--- config.mk ---
export PLATFORM = sky130hd
export DESIGN_NAME = branch_resolve_unit
export DESIGN_NICKNAME = d
export VERILOG_FILES = /design/src/rtl/branch_resolve_unit_pkg.sv /design/src/rtl/branch_resolve_unit_cond.sv /design/src/rtl/branch_resolve_unit.sv
export SDC_FILE = /design/constraint.sdc
export NUM_CORES = 1
export LEC_CHECK = 0
export ABC_AREA = 0
export BUFFER_PORTS_ARGS = -buffer_cell sky130_fd_sc_hd__buf_2
export CAP_MARGIN = 20
export CELL_PAD_IN_SITES_DETAIL_PLACEMENT = 0
export CELL_PAD_IN_SITES_GLOBAL_PLACEMENT = 2
export CORE_MARGIN = 2
export CORE_UTILIZATION = 31
export CTS_CLUSTER_DIAMETER = 120
export DETAILED_ROUTE_END_ITERATION = 12
export GPL_TIMING_DRIVEN = 0
export PLACE_DENSITY_LB_ADDON = 0.1
export SYNTH_ARGS = -nofsm -noshare
export SYNTH_HDL_FRONTEND = slang
export SYNTH_SLANG_ARGS = --single-unit
--- constraint.sdc ---
create_clock -name clk -period 2.6 [get_ports clk]
set_input_delay 0.13 -clock clk [delete_from_list [all_inputs] [get_ports clk]]
set_output_delay 0.13 -clock clk [all_outputs]
set_load 0.05 [all_outputs]
--- src/rtl/branch_resolve_unit_pkg.sv ---
// rtl/branch_resolve_unit_pkg.sv - shared encodings for the branch resolve unit
package branch_resolve_unit_pkg;

  localparam int XLEN_DEF = 32;

  localparam logic [2:0] BR_EQ  = 3'b000;
  localparam logic [2:0] BR_NE  = 3'b001;
  localparam logic [2:0] BR_LT  = 3'b100;
  localparam logic [2:0] BR_GE  = 3'b101;
  localparam logic [2:0] BR_LTU = 3'b110;
  localparam logic [2:0] BR_GEU = 3'b111;

  typedef enum logic {
    ST_IDLE     = 1'b0,
    ST_REDIRECT = 1'b1
  } state_e;

endpackage

--- src/rtl/branch_resolve_unit_cond.sv ---
// rtl/branch_resolve_unit_cond.sv - funct3 + SUB flags -> branch condition / illegal
module branch_cond_eval
  import branch_resolve_unit_pkg::*;
(
  input  logic [2:0] funct3,
  input  logic       zero,
  input  logic       negative,
  input  logic       overflow,
  input  logic       carry,
  output logic       cond,
  output logic       illegal
);

  logic lt;

  always_comb begin
    // carry is no-borrow for rs1 - rs2, so carry=1 means rs1 >= rs2 unsigned
    lt      = negative ^ overflow;
    cond    = 1'b0;
    illegal = 1'b0;
    case (funct3)
      BR_EQ:   cond = zero;
      BR_NE:   cond = ~zero;
      BR_LT:   cond = lt;
      BR_GE:   cond = ~lt;
      BR_LTU:  cond = ~carry;
      BR_GEU:  cond = carry;
      default: illegal = 1'b1;
    endcase
  end

endmodule

--- src/rtl/branch_resolve_unit.sv ---
// rtl/branch_resolve_unit.sv - EX branch/jump resolution, registered PC redirect, flush, stats
module branch_resolve_unit
  import branch_resolve_unit_pkg::*;
#(
  parameter int XLEN  = XLEN_DEF,
  parameter int CNT_W = 16
) (
  input  logic             clk,
  input  logic             rst,
  input  logic             ex_valid,
  input  logic             ex_branch,
  input  logic             ex_jump,
  input  logic [2:0]       ex_funct3,
  input  logic             zero,
  input  logic             negative,
  input  logic             overflow,
  input  logic             carry,
  input  logic [XLEN-1:0]  ex_target,
  output logic             redirect_valid,
  input  logic             redirect_ready,
  output logic [XLEN-1:0]  redirect_pc,
  output logic             flush_if_id,
  output logic             flush_id_ex,
  output logic             misalign_err,
  output logic             illegal_br,
  output logic [CNT_W-1:0] br_count,
  output logic [CNT_W-1:0] taken_count
);

  localparam logic [CNT_W-1:0] CNT_MAX = '1;
  localparam logic [CNT_W-1:0] CNT_ONE = 1;

  state_e            state_q, state_d;
  logic [XLEN-1:0]   pc_q, pc_d;
  logic              misalign_q, misalign_d;
  logic              illegal_q, illegal_d;
  logic [CNT_W-1:0]  br_cnt_q, br_cnt_d;
  logic [CNT_W-1:0]  tk_cnt_q, tk_cnt_d;
  logic              cond, illegal, take;

  branch_cond_eval u_cond (
    .funct3   (ex_funct3),
    .zero     (zero),
    .negative (negative),
    .overflow (overflow),
    .carry    (carry),
    .cond     (cond),
    .illegal  (illegal)
  );

  always_comb begin
    state_d    = state_q;
    pc_d       = pc_q;
    misalign_d = 1'b0;
    illegal_d  = 1'b0;
    br_cnt_d   = br_cnt_q;
    tk_cnt_d   = tk_cnt_q;
    take       = ex_valid & (ex_jump | (ex_branch & cond));
    case (state_q)
      ST_IDLE: begin
        if (ex_valid & ex_branch & ~ex_jump & (br_cnt_q != CNT_MAX))
          br_cnt_d = br_cnt_q + CNT_ONE;
        illegal_d = ex_valid & ex_branch & illegal;
        if (take) begin
          if (ex_target[1:0] == 2'b00) begin
            state_d = ST_REDIRECT;
            pc_d    = ex_target;
            if (tk_cnt_q != CNT_MAX) tk_cnt_d = tk_cnt_q + CNT_ONE;
          end else begin
            misalign_d = 1'b1;
          end
        end
      end
      // EX contents are wrong-path while a redirect is outstanding
      ST_REDIRECT: begin
        if (redirect_ready) state_d = ST_IDLE;
      end
      default: state_d = ST_IDLE;
    endcase
  end

  always_ff @(posedge clk or posedge rst) begin
    if (rst) begin
      state_q    <= ST_IDLE;
      pc_q       <= '0;
      misalign_q <= 1'b0;
      illegal_q  <= 1'b0;
      br_cnt_q   <= '0;
      tk_cnt_q   <= '0;
    end else begin
      state_q    <= state_d;
      pc_q       <= pc_d;
      misalign_q <= misalign_d;
      illegal_q  <= illegal_d;
      br_cnt_q   <= br_cnt_d;
      tk_cnt_q   <= tk_cnt_d;
    end
  end

  assign redirect_valid = (state_q == ST_REDIRECT);
  assign flush_if_id    = (state_q == ST_REDIRECT);
  assign flush_id_ex    = (state_q == ST_REDIRECT);
  assign redirect_pc    = pc_q;
  assign misalign_err   = misalign_q;
  assign illegal_br     = illegal_q;
  assign br_count       = br_cnt_q;
  assign taken_count    = tk_cnt_q;

endmodule

Word-level counts from Yosys, hierarchy flattened
Index checks and enable logic that the tools add are counted.

storage, ports and cells
  input bits = 45
  flip-flop bits (word level) = 67
  word-level logic and storage cells = 44

operators by class
  add/sub/neg operators = 2
  reduce and logical (&&, ||, !) cells = 6
  muxes and demuxes = 10
  eq/ne operators = 7
  bitwise operators = 13

operators with widths
  kind                     count
  $add A16 B1 Y16 const B  2
  $ne A16 B16 Y1 const B   2
  $eq A3 B3 Y1 const B     4
  $mux W1                  8
  $and A1 B1 Y1            6
  $pmux W1 S6              1
  $reduce_or A6 Y1         1
  $not A1 Y1               5
  $reduce_and A4 Y1        1
  $eq A3 B1 Y1 const B     1
  $logic_not A3 Y1         1
  $reduce_and A3 Y1        1
  $logic_not A2 Y1         1
  $pmux W1 S2              1
  $reduce_and A2 Y1        1
  $or A1 B1 Y1             1
  $xor A1 B1 Y1            1

Logic depth before layout (Yosys ltp)
  depth after elaboration = 8
  depth in mapped cells = 8

Hierarchy
From an unflattened synthesis, not the netlist that was laid out.

second synthesis, totals
  cells, all modules = 302
  area total of the unflattened synthesis = 3,021.6 um^2

modules (own cells, without submodules)
  module               cells an instance  area an instance (um^2)  times used
  branch_resolve_unit  291                2,947.8                  1
  branch_cond_eval     11                 73.8                     1

Worst setup path after synthesis
OpenSTA, ideal clock, no wires.

  kind = register to register
  start point = register state_q (netlist: flush_id_ex)
  end point = register br_cnt_q[15] (netlist: br_count[15])
  path slack = 0.478 ns
  arrival = 1.981 ns
  cell stages (with the launch flop) = 6
  path through = dfrtp_1 and4bb_2 nand4_1 a2111oi_0 nand3_1 xnor2_1

between the ends
  longest elaborated chain between the ends = 2

RTL lines
  item                                RTL line                   source
  start: declaration                  branch_resolve_unit.sv:33  state_e state_q, state_d;
  start signal: assignment            branch_resolve_unit.sv:91  state_q <= state_d;
  $not A1 Y1 (no source line)         n/a
  $reduce_and A2 Y1 (no source line)  n/a
  end signal: assignment              branch_resolve_unit.sv:95  br_cnt_q <= br_cnt_d;
  end: declaration                    branch_resolve_unit.sv:37  logic [CNT_W-1:0] br_cnt_q, br_cnt_d;

Every way passes these cells.
A chain may end at the register's enable or synchronous reset.

Worst setup path after layout
Ends and elaborated chain as after synthesis.

==> out/results.tsv <==
stage	metric	value	unit
route	Vias/cell	4.57	
grt	vias in the first global route	2242	
timing	# setup viols final	0	
timing	Final Max Slew Viols	0	
route	initial drt markers	71	
critical_path	worst reg2reg endpoint	br_count[15]	
pwr	Cell Int Power	2.08	mW
yosys	most common flop cell mapped by yosys	dfrtp_1	
yosys	post-synth cell types	37	
floorplanning	I/O pin cnt	114	
yosys	register area share after synthesis	54.3	%
cells_and_area	final cell count without fillers	495	
run	max-cap violation count	0	
critical_path	CP Class	register to register	
yosys	post-synthesis register bit count	67	
timing	RSZ-0062 raised after global routing	false	
route	WL/cell	14.4	um
clock_network	CTS tree	done	
critical_path	CP Capture Type	register	
critical_path	worst reg2reg path depth	5	
pwr	Design Power	3.52	mW
placed_design	Placed Area	0.00382	mm2
pwr	switching power	1.44	mW
route	Post-DRT Antenna Nets	0	
pwr	Combinational Power Share	37.2	%
timing	Final Critical Period	2.04	ns
clock_network	root buffer cell	clkbuf_8	
pwr	sw frac	40.9	%
timing	period utilization	78.6	%
timing	Worst-Margin Slew	0.844	ns
critical_path	Worst Path Required	2.82	ns
cells_and_area	share of cells above drive strength 1	47.5	%
clock_network	Num CTS Buffers	9	
clock_network	cts hold-fix bufs	0	
route	DRC	0	
critical_path	CP startpoint kind	register	
yosys	Cells after Synth	235	
yosys	Synth Area in Simple Gates	14.7	%
cells_and_area	most common cell after layout, fill and taps aside	buf_2	
route	via count	2263	
pwr	VDD IR max	0.365	mV
placed_design	DP Wirelength	5120	um
cells_and_area	post-route cell area	0.00400	mm2
critical_path	reg2reg setup slack	0.56	ns
floorplanning	Die H	104	um
cells_and_area	Area Growth Syn to Fin	29.7	%
cells_and_area	footprint of the multi-input gates	0.00131	mm2
clock_network	Clock transition at path regs	0.07	ns
clock_network	Setup Fix Bufs, Post-CTS	0	
clock_network	H-tree levels	3	
cells_and_area	Fillers	991	
yosys	complex-gate fraction of the synthesized area	2.88	%
status	failing checks	negative hold slack	
clock_network	CTS resizes	0	
yosys	number of synthesized flops with an enable pin	0	
timing	final hold vios	50	
floorplanning	Initial Utilization	31.7	%
yosys	Avg Cell Area, Syn	13.1	um2
critical_path	crit path DAT	2.26	ns
route	drt first pass iters	4	
critical_path	CP max FO	6	
cells_and_area	final core occ	41.2	%
pwr	P_leak	2.02	nW
yosys	Synth Area in Adders	0.810	%
timing	Final WS setup	0.556	ns
pwr	P per Cell Area	880	mW/mm2
timing	setup tns final	0	ns
timing	Fin Hold WS	-0.0234	ns
floorplanning	Core Footprint	0.00973	mm2
placed_design	Placer Congestion	0.703	
yosys	Mapped Area	0.00309	mm2
cells_and_area	# diodes	0	
floorplanning	num rows	36	
grt	initial antenna violation count	0	
grt	pin count of the biggest net entering global routing	68	
cells_and_area	Seq. cell area	0.00168	mm2
yosys	post-synthesis mux area share	15.3	%
route	total wire length	7150	um
clock_network	later-pin clock latency in the skew report	0.33	ns
placed_design	Placed Cells	481	
placed_design	Setup WS pre-CTS	0.568	ns
placed_design	# port buffers	113	
pwr	Flop pwr share	39.0	%
pwr	Clk pwr share	23.7	%
floorplanning	full die area	0.0108	mm2
yosys	largest family of logic cells by synthesized area	multiplexers	
floorplanning	Die Span X	104	um
grt	total gr overflow	0	
yosys	post-synthesis xor/xnor area fraction	8.67	%
timing	skew final	0.00721	ns
timing	fmax	489	MHz
grt	gr usage total	13.8	%
yosys	FFs w/ async S/R, synth	100	%
worst_hold_path	min-delay worst type	primary input to asynchronous set/reset pin	
critical_path	critical register-to-register path startpoint	flush_id_ex	
status	status	finished, violations left	
cells_and_area	nets	406	
yosys	Syn. warnings	0	
grt	first-pass GRT wire length	11900	um
clock_network	# clock sinks	67	
cells_and_area	most frequent cells in the layout	buf_2, dfrtp_1, mux2_4	
timing	slew margin rel.	43.7	%
clock_network	clock tree buffer depth	2	
yosys	Post-Syn Nets	282	
-- sequential cells by signal, summed over array words and instances, names as in the netlist --
register	count
redirect_pc	32
flush_id_ex	1
br_count	16
illegal_br	1
misalign_err	1
taken_count	16
-- cell usage after synthesis (2+ instances only) --
| cell | n | area [um2] |
|---|---|---|
| dfrtp_1 | 67 | 1680 |
| mux2_4 | 27 | 405 |
| xnor2_1 | 23 | 201 |
| nand4_1 | 18 | 113 |
| nand3_1 | 11 | 55.1 |
| nand2_1 | 9 | 33.8 |
| and3_1 | 7 | 43.8 |
| nor2_1 | 7 | 26.3 |
| and2_1 | 6 | 37.5 |
| and4_1 | 6 | 52.6 |
| mux2_2 | 6 | 67.6 |
| buf_6 | 5 | 56.3 |
| inv_1 | 5 | 18.8 |
| nor2b_1 | 5 | 31.3 |
| xor2_1 | 5 | 43.8 |
| a21oi_1 | 2 | 10.0 |
| a31oi_1 | 2 | 12.5 |
| buf_4 | 2 | 15.0 |
| clkbuf_1 | 2 | 7.51 |
| ha_1 | 2 | 25.0 |
| nor3_1 | 2 | 10.0 |
-- power by group through the flow --
stage	combinational (mW)	clock [mW]	sequential [mW]
final	1.31	0.837	1.37
after global routing	1.37	0.924	1.41
after CTS	1.33	0.879	1.38
after detailed placement	1.32	0	1.40
after global placement	1.32	0	1.39
after floorplan	0.336	0	2.05
-- cell families after synthesis --
family	count (synthesis)
and+or+nand+nor	77
muxes	33
buffers and inverters	15
DFF	67
adders and majority gates	2
AOI/OAI and AO/OA	12
xor gates and xnor gates	29
-- critical path: stages (launching register included) --
cell       delay [ns]
dfrtp_1          0.43
and4bb_2         0.36
nand4_1          0.14
a2111oi_0        0.66
nand3_1          0.18
xnor2_1          0.16
-- final cells by class --
class                   count  area share, %
flip-flops and latches     67           41.9
multi-input cells         153           32.7
repair buffers            113           14.1
well taps                 133           4.16
clock buffers              11           3.53
plain buffers              10           2.09
clock inverters             3           1.00
inverters                   5          0.531
-- metal layers --
layer,wire [um],global-route usage (%),vias to the layer above
met5,0,0,-
met4,151,5.98,0
met3,325,3.15,14
met2,3180,20.4,63
met1,3490,19.5,1099
li1,-,-,1087
-- worst max-delay path by stage --
stage / start / end / slack [ns] / depth (start not counted)
after floorplan: flush_id_ex / br_count[15] / 0.48 / 5
after global placement: rst / redirect_pc[29] / -0.23 / 2
after global routing: flush_id_ex / br_count[15] / 0.23 / 5
after detailed placement: flush_id_ex / br_count[15] / 0.57 / 5
final: flush_id_ex / br_count[15] / 0.56 / 5
after CTS: flush_id_ex / br_count[15] / 0.55 / 5
No activity file was read; power rests on OpenSTA's default activity.
